==> config.mk <==
export PLATFORM = sky130hd
export DESIGN_NAME = fp16_operand_issue
export DESIGN_NICKNAME = d
export VERILOG_FILES = /design/src/rtl/fp16_operand_issue.sv
export SDC_FILE = /design/constraint.sdc
export NUM_CORES = 1
export LEC_CHECK = 0
export CAP_MARGIN = 0
export CORE_AREA = 2 2 119 121
export CTS_CLUSTER_DIAMETER = 80
export DETAILED_ROUTE_END_ITERATION = 8
export DIE_AREA = 0 0 121 123
export DONT_BUFFER_PORTS = 1
export GPL_TIMING_DRIVEN = 0
export PLACE_DENSITY = 0.77
export SYNTH_ARGS = -nofsm -noshare
export SYNTH_HDL_FRONTEND = slang
export SYNTH_SLANG_ARGS = --single-unit
export TNS_END_PERCENT = 10
==> constraint.sdc <==
create_clock -name clk -period 5.56 [get_ports clk]
set_clock_uncertainty 0.15 [all_clocks]
set_input_delay 0.278 -clock clk [delete_from_list [all_inputs] [get_ports clk]]
set_output_delay 0.278 -clock clk [all_outputs]
set_load 0.005 [all_outputs]
==> src/rtl/fp16_operand_issue.sv <==
// Operand FIFO, magnitude ordering and special-value classification in front of a combinational fp16 adder.
// Optional FP16_ISSUE_BYPASS_EN: an idle, empty block loads a new pair straight into the issue registers.
module fp16_operand_issue #(
  parameter int DEPTH = 4,
  parameter int AW    = 2
) (
  input  logic          clk,
  input  logic          rst_n,
  input  logic          in_valid,
  output logic          in_ready,
  input  logic [15:0]   in_a,
  input  logic [15:0]   in_b,
  input  logic          in_op,
  output logic [15:0]   fpa_a,
  output logic [15:0]   fpa_b,
  output logic          fpa_op,
  input  logic [15:0]   fpa_result,
  output logic          out_valid,
  input  logic          out_ready,
  output logic [15:0]   out_result,
  output logic [3:0]    out_flags,
  output logic [AW:0]   count
);

  typedef enum logic [1:0] {IDLE, ISSUE, HOLD} state_t;

  localparam logic [AW:0] FULL = (AW+1)'(DEPTH);

  state_t          state_q, state_d;
  logic [32:0]     mem_q [DEPTH];
  logic [AW-1:0]   wr_ptr_q, rd_ptr_q;
  logic [AW:0]     count_q, count_d;
  logic [15:0]     fpa_a_q, fpa_b_q;
  logic            fpa_op_q, swapped_q, nan_q, inf_q, zero_q;
  logic            out_valid_q;
  logic [15:0]     out_result_q;
  logic [3:0]      out_flags_q;

  logic            push, pop, bypass, load, capture;
  logic [32:0]     src;
  logic [15:0]     src_a, src_b;
  logic            src_op, src_swap;
  logic [15:0]     cap_result;
  logic [3:0]      cap_flags;

  function automatic logic is_nan(input logic [15:0] x);
    return (x[14:10] == 5'h1F) && (x[9:0] != 10'h000);
  endfunction

  function automatic logic is_inf(input logic [15:0] x);
    return (x[14:10] == 5'h1F) && (x[9:0] == 10'h000);
  endfunction

  function automatic logic is_zero(input logic [15:0] x);
    return x[14:0] == 15'h0000;
  endfunction

  assign in_ready = (count_q != FULL);
  assign push     = in_valid & in_ready & ~bypass;
  assign load     = pop | bypass;

  always_comb begin
    state_d = state_q;
    pop     = 1'b0;
    bypass  = 1'b0;
    capture = 1'b0;
    case (state_q)
      IDLE: begin
        if (count_q != '0) begin
          pop     = 1'b1;
          state_d = ISSUE;
        end
`ifdef FP16_ISSUE_BYPASS_EN
        else if (in_valid) begin
          bypass  = 1'b1;
          state_d = ISSUE;
        end
`endif
      end
      ISSUE: begin
        capture = 1'b1;
        state_d = HOLD;
      end
      HOLD: begin
        if (out_ready) begin
          if (count_q != '0) begin
            pop     = 1'b1;
            state_d = ISSUE;
          end else begin
            state_d = IDLE;
          end
        end
      end
      default: state_d = IDLE;
    endcase
  end

  assign count_d = count_q + {{AW{1'b0}}, push} - {{AW{1'b0}}, pop};

  always_ff @(posedge clk) begin
    if (push) mem_q[wr_ptr_q] <= {in_op, in_a, in_b};
  end

  always_ff @(posedge clk or negedge rst_n) begin
    if (!rst_n) begin
      state_q  <= IDLE;
      wr_ptr_q <= '0;
      rd_ptr_q <= '0;
      count_q  <= '0;
    end else begin
      state_q  <= state_d;
      count_q  <= count_d;
      if (push) wr_ptr_q <= wr_ptr_q + 1'b1;
      if (pop)  rd_ptr_q <= rd_ptr_q + 1'b1;
    end
  end

  assign src      = bypass ? {in_op, in_a, in_b} : mem_q[rd_ptr_q];
  assign src_op   = src[32];
  assign src_a    = src[31:16];
  assign src_b    = src[15:0];
  assign src_swap = src_b[14:0] > src_a[14:0];

  // Classes are symmetric in a/b, so they are taken from the unordered pair.
  always_ff @(posedge clk or negedge rst_n) begin
    if (!rst_n) begin
      fpa_a_q   <= '0;
      fpa_b_q   <= '0;
      fpa_op_q  <= 1'b0;
      swapped_q <= 1'b0;
      nan_q     <= 1'b0;
      inf_q     <= 1'b0;
      zero_q    <= 1'b0;
    end else if (load) begin
      fpa_a_q   <= src_swap ? src_b : src_a;
      fpa_b_q   <= src_swap ? src_a : src_b;
      fpa_op_q  <= src_op;
      swapped_q <= src_swap;
      nan_q     <= is_nan(src_a) | is_nan(src_b) |
                   (is_inf(src_a) & is_inf(src_b) & (src_a[15] ^ src_b[15] ^ src_op));
      inf_q     <= is_inf(src_a) | is_inf(src_b);
      zero_q    <= is_zero(src_a) & is_zero(src_b);
    end
  end

  // Adder computed b-a after a swap; a-b is its negation.
  always_comb begin
    cap_result = fpa_result;
    cap_flags  = {3'b000, swapped_q};
    if (nan_q) begin
      cap_result   = 16'h7E00;
      cap_flags[3] = 1'b1;
    end else if (inf_q) begin
      cap_flags[2] = 1'b1;
    end else if (zero_q) begin
      cap_flags[1] = 1'b1;
    end else if (swapped_q & fpa_op_q) begin
      cap_result[15] = ~fpa_result[15];
    end
  end

  always_ff @(posedge clk or negedge rst_n) begin
    if (!rst_n) begin
      out_valid_q  <= 1'b0;
      out_result_q <= '0;
      out_flags_q  <= '0;
    end else if (capture) begin
      out_valid_q  <= 1'b1;
      out_result_q <= cap_result;
      out_flags_q  <= cap_flags;
    end else if (out_valid_q & out_ready) begin
      out_valid_q  <= 1'b0;
    end
  end

  assign fpa_a      = fpa_a_q;
  assign fpa_b      = fpa_b_q;
  assign fpa_op     = fpa_op_q;
  assign out_valid  = out_valid_q;
  assign out_result = out_result_q;
  assign out_flags  = out_flags_q;
  assign count      = count_q;

endmodule
Yosys cells after proc, flatten, opt, wreduce, memory -nomap -nowiden
Memory sizes are Yosys's and may differ from the RTL's.
Cells that the tools add are included.

storage, ports and cells
  RAM bits = 132
  register bits = 67
  memories kept = 1
  output and inout bits = 58

memory list
  name   depth  bits a word  read ports  clocked after Yosys merged registers in  write ports  RTL line  source
  mem_q  4      33           1           0                                        1            30        logic [32:0] mem_q [DEPTH];

operators by class
  bitwise operators = 12
  $add $sub $neg = 4
  muxes and demuxes = 24
  magnitude comparators = 1
  reduce and logical (&&, ||, !) cells = 14
  equal/unequal tests = 7

operator list
  kind                 count
  $mux 16              2
  $logic_not 15->1     2
  $logic_not 10->1     2
  $reduce_bool 10->1   2
  $mux 1               16
  $gt 15x15->1         1
  $mux 15              1
  $eq 5x5->1 const B   2
  $and 1x1->1          6
  $mux 2               3
  $pmux 2 s3           1
  $add 2x1->2 const B  2
  $logic_and 1x1->1    4
  $ne 2x2->1 const B   2
  $add 3x1->3          1
  $ne 3x3->1 const B   1
  $or 1x1->1           3
  $reduce_bool 3->1    1
  $sub 3x1->3          1
  $eq 2x1->1 const B   1
  $eq 2x2->1 const B   1
  $logic_not 2->1      1
  $pmux 1 s2           1
  $reduce_and 2->1     1
  other kinds (3)      4

Logic depth before layout (Yosys ltp)
An unclocked memory read counts as a cell.

  word-level depth = 6
  mapped depth = 12
  depth with buffers taken out = 11

Worst setup path after synthesis
Ideal clock, no wire load.

  kind = reg-to-reg
  start = register rd_ptr_q[0]
  end = register fpa_a_q[15], in the netlist fpa_a[15]
  arrival = 2.835 ns
  stages on the path, launching flop included = 11
  setup time = 0.069 ns
  data required time = 5.341 ns
  setup slack = 2.506 ns
  period minus slack after synthesis = 3.054 ns
  path through = dfrtp_1 > buf_6 > buf_4 > mux4_2 > ha_1 > nand4_1 > nor4_1 > clkbuf_1 > and3_1 > a21oi_1 > nand3_1

on the way
  longest elaborated chain between the ends = 3

ends and longest elaborated chain
  item                      RTL line  source
  start: declaration        31        logic [AW-1:0] wr_ptr_q, rd_ptr_q;
  start signal: assignment  114       if (pop) rd_ptr_q <= rd_ptr_q + 1'b1;
  $mem_v2 4x33 *            n/a
  $gt 15x15->1              122       assign src_swap = src_b[14:0] > src_a[14:0];
  $mux 16 *                 135       fpa_a_q <= src_swap ? src_b : src_a;
  end signal: assignment    135
  end: declaration          33        logic [15:0] fpa_a_q, fpa_b_q;

Mark *: on every way between the ends. The rest lies on a longest branch, timed or not.
A chain may end at the register's enable or synchronous reset.

Worst setup path after layout
  start = register rd_ptr_q[1]
  end = register fpa_b_q[11], in the netlist fpa_b[11]

on the way
  longest elaborated chain between the ends = 3

ends and longest elaborated chain
  item                    RTL line  source
  $mem_v2 4x33 *          n/a
  $gt 15x15->1            122
  $mux 16 *               136       fpa_b_q <= src_swap ? src_a : src_b;
  end signal: assignment  136
  end: declaration        33

Marked as above.

==> metrics <==
Tot GR Track Use=0.306; TNS Setup=0 ps; Pwr Total=roughly 6300 uW; Site Rows=43; Leak=~0.0038 uW; maximum clock path buffer count=2; Startpoint Class=flop; vias in the first global route=6002; fin crit share=0.778; gpl congestion=roughly 0.95; syn_area_per_cell=between 10 and 15 um2; Chip Width=about 120 um; Root Driver=clkbuf_16; PortBufs=0; Seq/Total Area, Yosys=0.646; Detail Placement HPWL=14000 um; HP Class=in2async; Cells after Synth=around 620; Max VDD drop=roughly 330 uV; CTS tree=yes; Nets=between 700 and 800; PD cells=roughly 630 mW/mm2; Fillers=849; setup ws final=about 1200 ps; global route total overflow=0; antenna violations before repair=0; max_cap viols=0; Place WS=approximately 1400 ps; first-pass GRT wire length=between 30000 and 40000 um; Routed Antenna Nets=0; syn nets=between 600 and 700; drt drc=0; DIE AREA=0.0149 mm2; commonest non-fill, non-tap cell in the layout=edfxtp_1; CP Class=reg2reg; layout cell share with drive strength beyond 1=0.112; Clock Sinks=199; pin count of the biggest net entering global routing=between 60 and 70; worst skew pair latency=between 400 and 500 ps; starting density of the core=0.642; final hold violation count=0; Layout area overhead=15.7%; post-synthesis register bit count=about 200; Netlist Area Pre-Place=between 0.008 and 0.009 mm2; Post-Layout Cell Count=887; fmax=231 MHz; Slew Limit Fails=0; drt wl/cell=approximately 25 um; busiest grt layer=met2; Synth warnings=0; final setup vio count=0; Max-slew headroom=0.185; Total Wirelength=around 22000 um; CTS Buf Count=17; Worst Tran Pin Value=roughly 1200 ps; Pre-Repair DR Iteration Count=6; Antenna diodes=0; maximum fanout along the worst path=10; Worst-path clk slew=roughly 80 ps; met1 Usage GRT=0.390; Chip Height=~120 um; Inst Count DP=~800; post-layout min period=about 4300 ps; number of I/O pins=111; Yosys cell types=37; crit path DAT=4550 ps; status=finished, final reports clean; H-tree Lvls=4; M3 GR Usage=0.0904; most frequent cells in the layout=edfxtp_1, dfrtp_1, dlygate4sd3_1; RSZ-0062 raised after global routing=no; Critical Path RT=5790 ps; placeable core area=0.0136 mm2; Crit. End Element=flop; Vias=about 6000; vias per inst=about 6.7; global-route met2 utilization=0.488; Iter 0 DRT Violations=about 620
[layout make-up]
class | count | area, um2 | area share
flip-flops and latches | 199 | 5640 | 0.558
multi-input cells | 350 | 2780 | 0.275
repair buffers | 53 | 548 | 0.0542
clock buffers | 18 | 429 | 0.0425
plain buffers | 47 | 225 | 0.0223
well taps | 180 | 225 | 0.0223
clock inverters | 14 | 164 | 0.0162
inverters | 26 | 97.6 | 0.00966
[synth_stat cells, drive strengths merged]
| cell type | count | area share |
|---|---|---|
| buf | 12 | 0.011 |
| o21ai | 24 | 0.014 |
| nor3 | 20 | 0.011 |
| dfrtp | 67 | 0.19 |
| nor2 | 11 | 0.0047 |
| inv | 26 | 0.011 |
| a21o | 5 | 0.0043 |
| or3 | 1 | 0.00072 |
| nand4 | 36 | 0.026 |
| nor4 | 7 | 0.0057 |
| a22o | 1 | 0.0010 |
| xnor2 | 8 | 0.0080 |
| fa | 1 | 0.0023 |
| ha | 21 | 0.030 |
| nand2 | 28 | 0.012 |
| mux4 | 33 | 0.086 |
| and2 | 1 | 0.00072 |
| edfxtp | 132 | 0.45 |
| nand3 | 37 | 0.021 |
| o31ai | 3 | 0.0026 |
| o221ai | 1 | 0.0010 |
| nor2b | 3 | 0.0021 |
| a21oi | 38 | 0.022 |
| and3 | 21 | 0.015 |
| nand2b | 12 | 0.0086 |
| mux2 | 2 | 0.0026 |
| o21a | 3 | 0.0026 |
| o2111ai | 32 | 0.032 |
| clkbuf | 35 | 0.015 |
| o31a | 1 | 0.0010 |
[power breakdown]
| group | total, uW | switching, uW | internal [uW] |
|---|---|---|---|
| clock network | 1260 | 579 | 676 |
| logic | 2770 | 1780 | 982 |
| registers | 2320 | 263 | 2050 |
| total | 6340 | 2630 | 3710 |
[timing repair]
item	4_1_cts	5_1_grt
setup buffers	0	0
hold buffers	53	0
endpoints found under the hold margin	218	0
gates resized for setup	0	0
[worst paths after layout]
path	cells after the start	to	slack, ps	startpoint
min reg2reg	1	state_q[1]	330	state_q[0]
max reg2reg	11	fpa_b[11]	1240	rd_ptr_q[1]
min	2	out_result[9]	230	rst_n
max in group asynchronous	2	fpa_b[3]	4750	rst_n
min in group clk	1	state_q[1]	330	state_q[0]
max	11	fpa_b[11]	1240	rd_ptr_q[1]
[logic make-up after synthesis]
| logic type | synth area share |
|---|---|
| DFF | 0.646 |
| AOI/OAI and AO/OA | 0.0801 |
| buffers and inverters | 0.0370 |
| xor gates and xnor gates | 0.00802 |
| adders and majority gates | 0.0324 |
| muxes | 0.0885 |
| and+or+nand+nor | 0.108 |
[routing by layer]
metal  routed length, um  vias to the layer above
met1                8200                     2956
met5                   0                        -
met3                2360                       64
met2               10400                      386
li1                    -                     2579
met4                 896                        0
[stage by stage]
stage / utilization / instance area (um2) / hold slack, ps
detailed placement: 0.659 / 8960 / -166
CTS: 0.742 / 10100 / 231
global placement: 0.658 / 8960 / -166
floorplan: - / 8730 / -168
global route: 0.742 / 10100 / 259
finish: 0.742 / 10100 / 227
[critical path: stages (launching register included)]
cell	delay, ps
dfrtp_1	330
buf_2	200
clkbuf_1	570
mux4_2	430
inv_1	90
ha_1	290
nand4_1	230
nor4_1	1080
clkbuf_1	490
and3_1	230
a21oi_1	40
nand3_1	120
[registers in the layout, indices dropped and copies added (netlist names)]
signal	flops
fpa_op	1
out_result	16
swapped_q	1
state_q	2
out_flags	4
mem_q	132
out_valid	1
inf_q	1
zero_q	1
fpa_b	16
rd_ptr_q	2
count	3
fpa_a	16
wr_ptr_q	2
nan_q	1
Power figures use the tool's default switching activity.
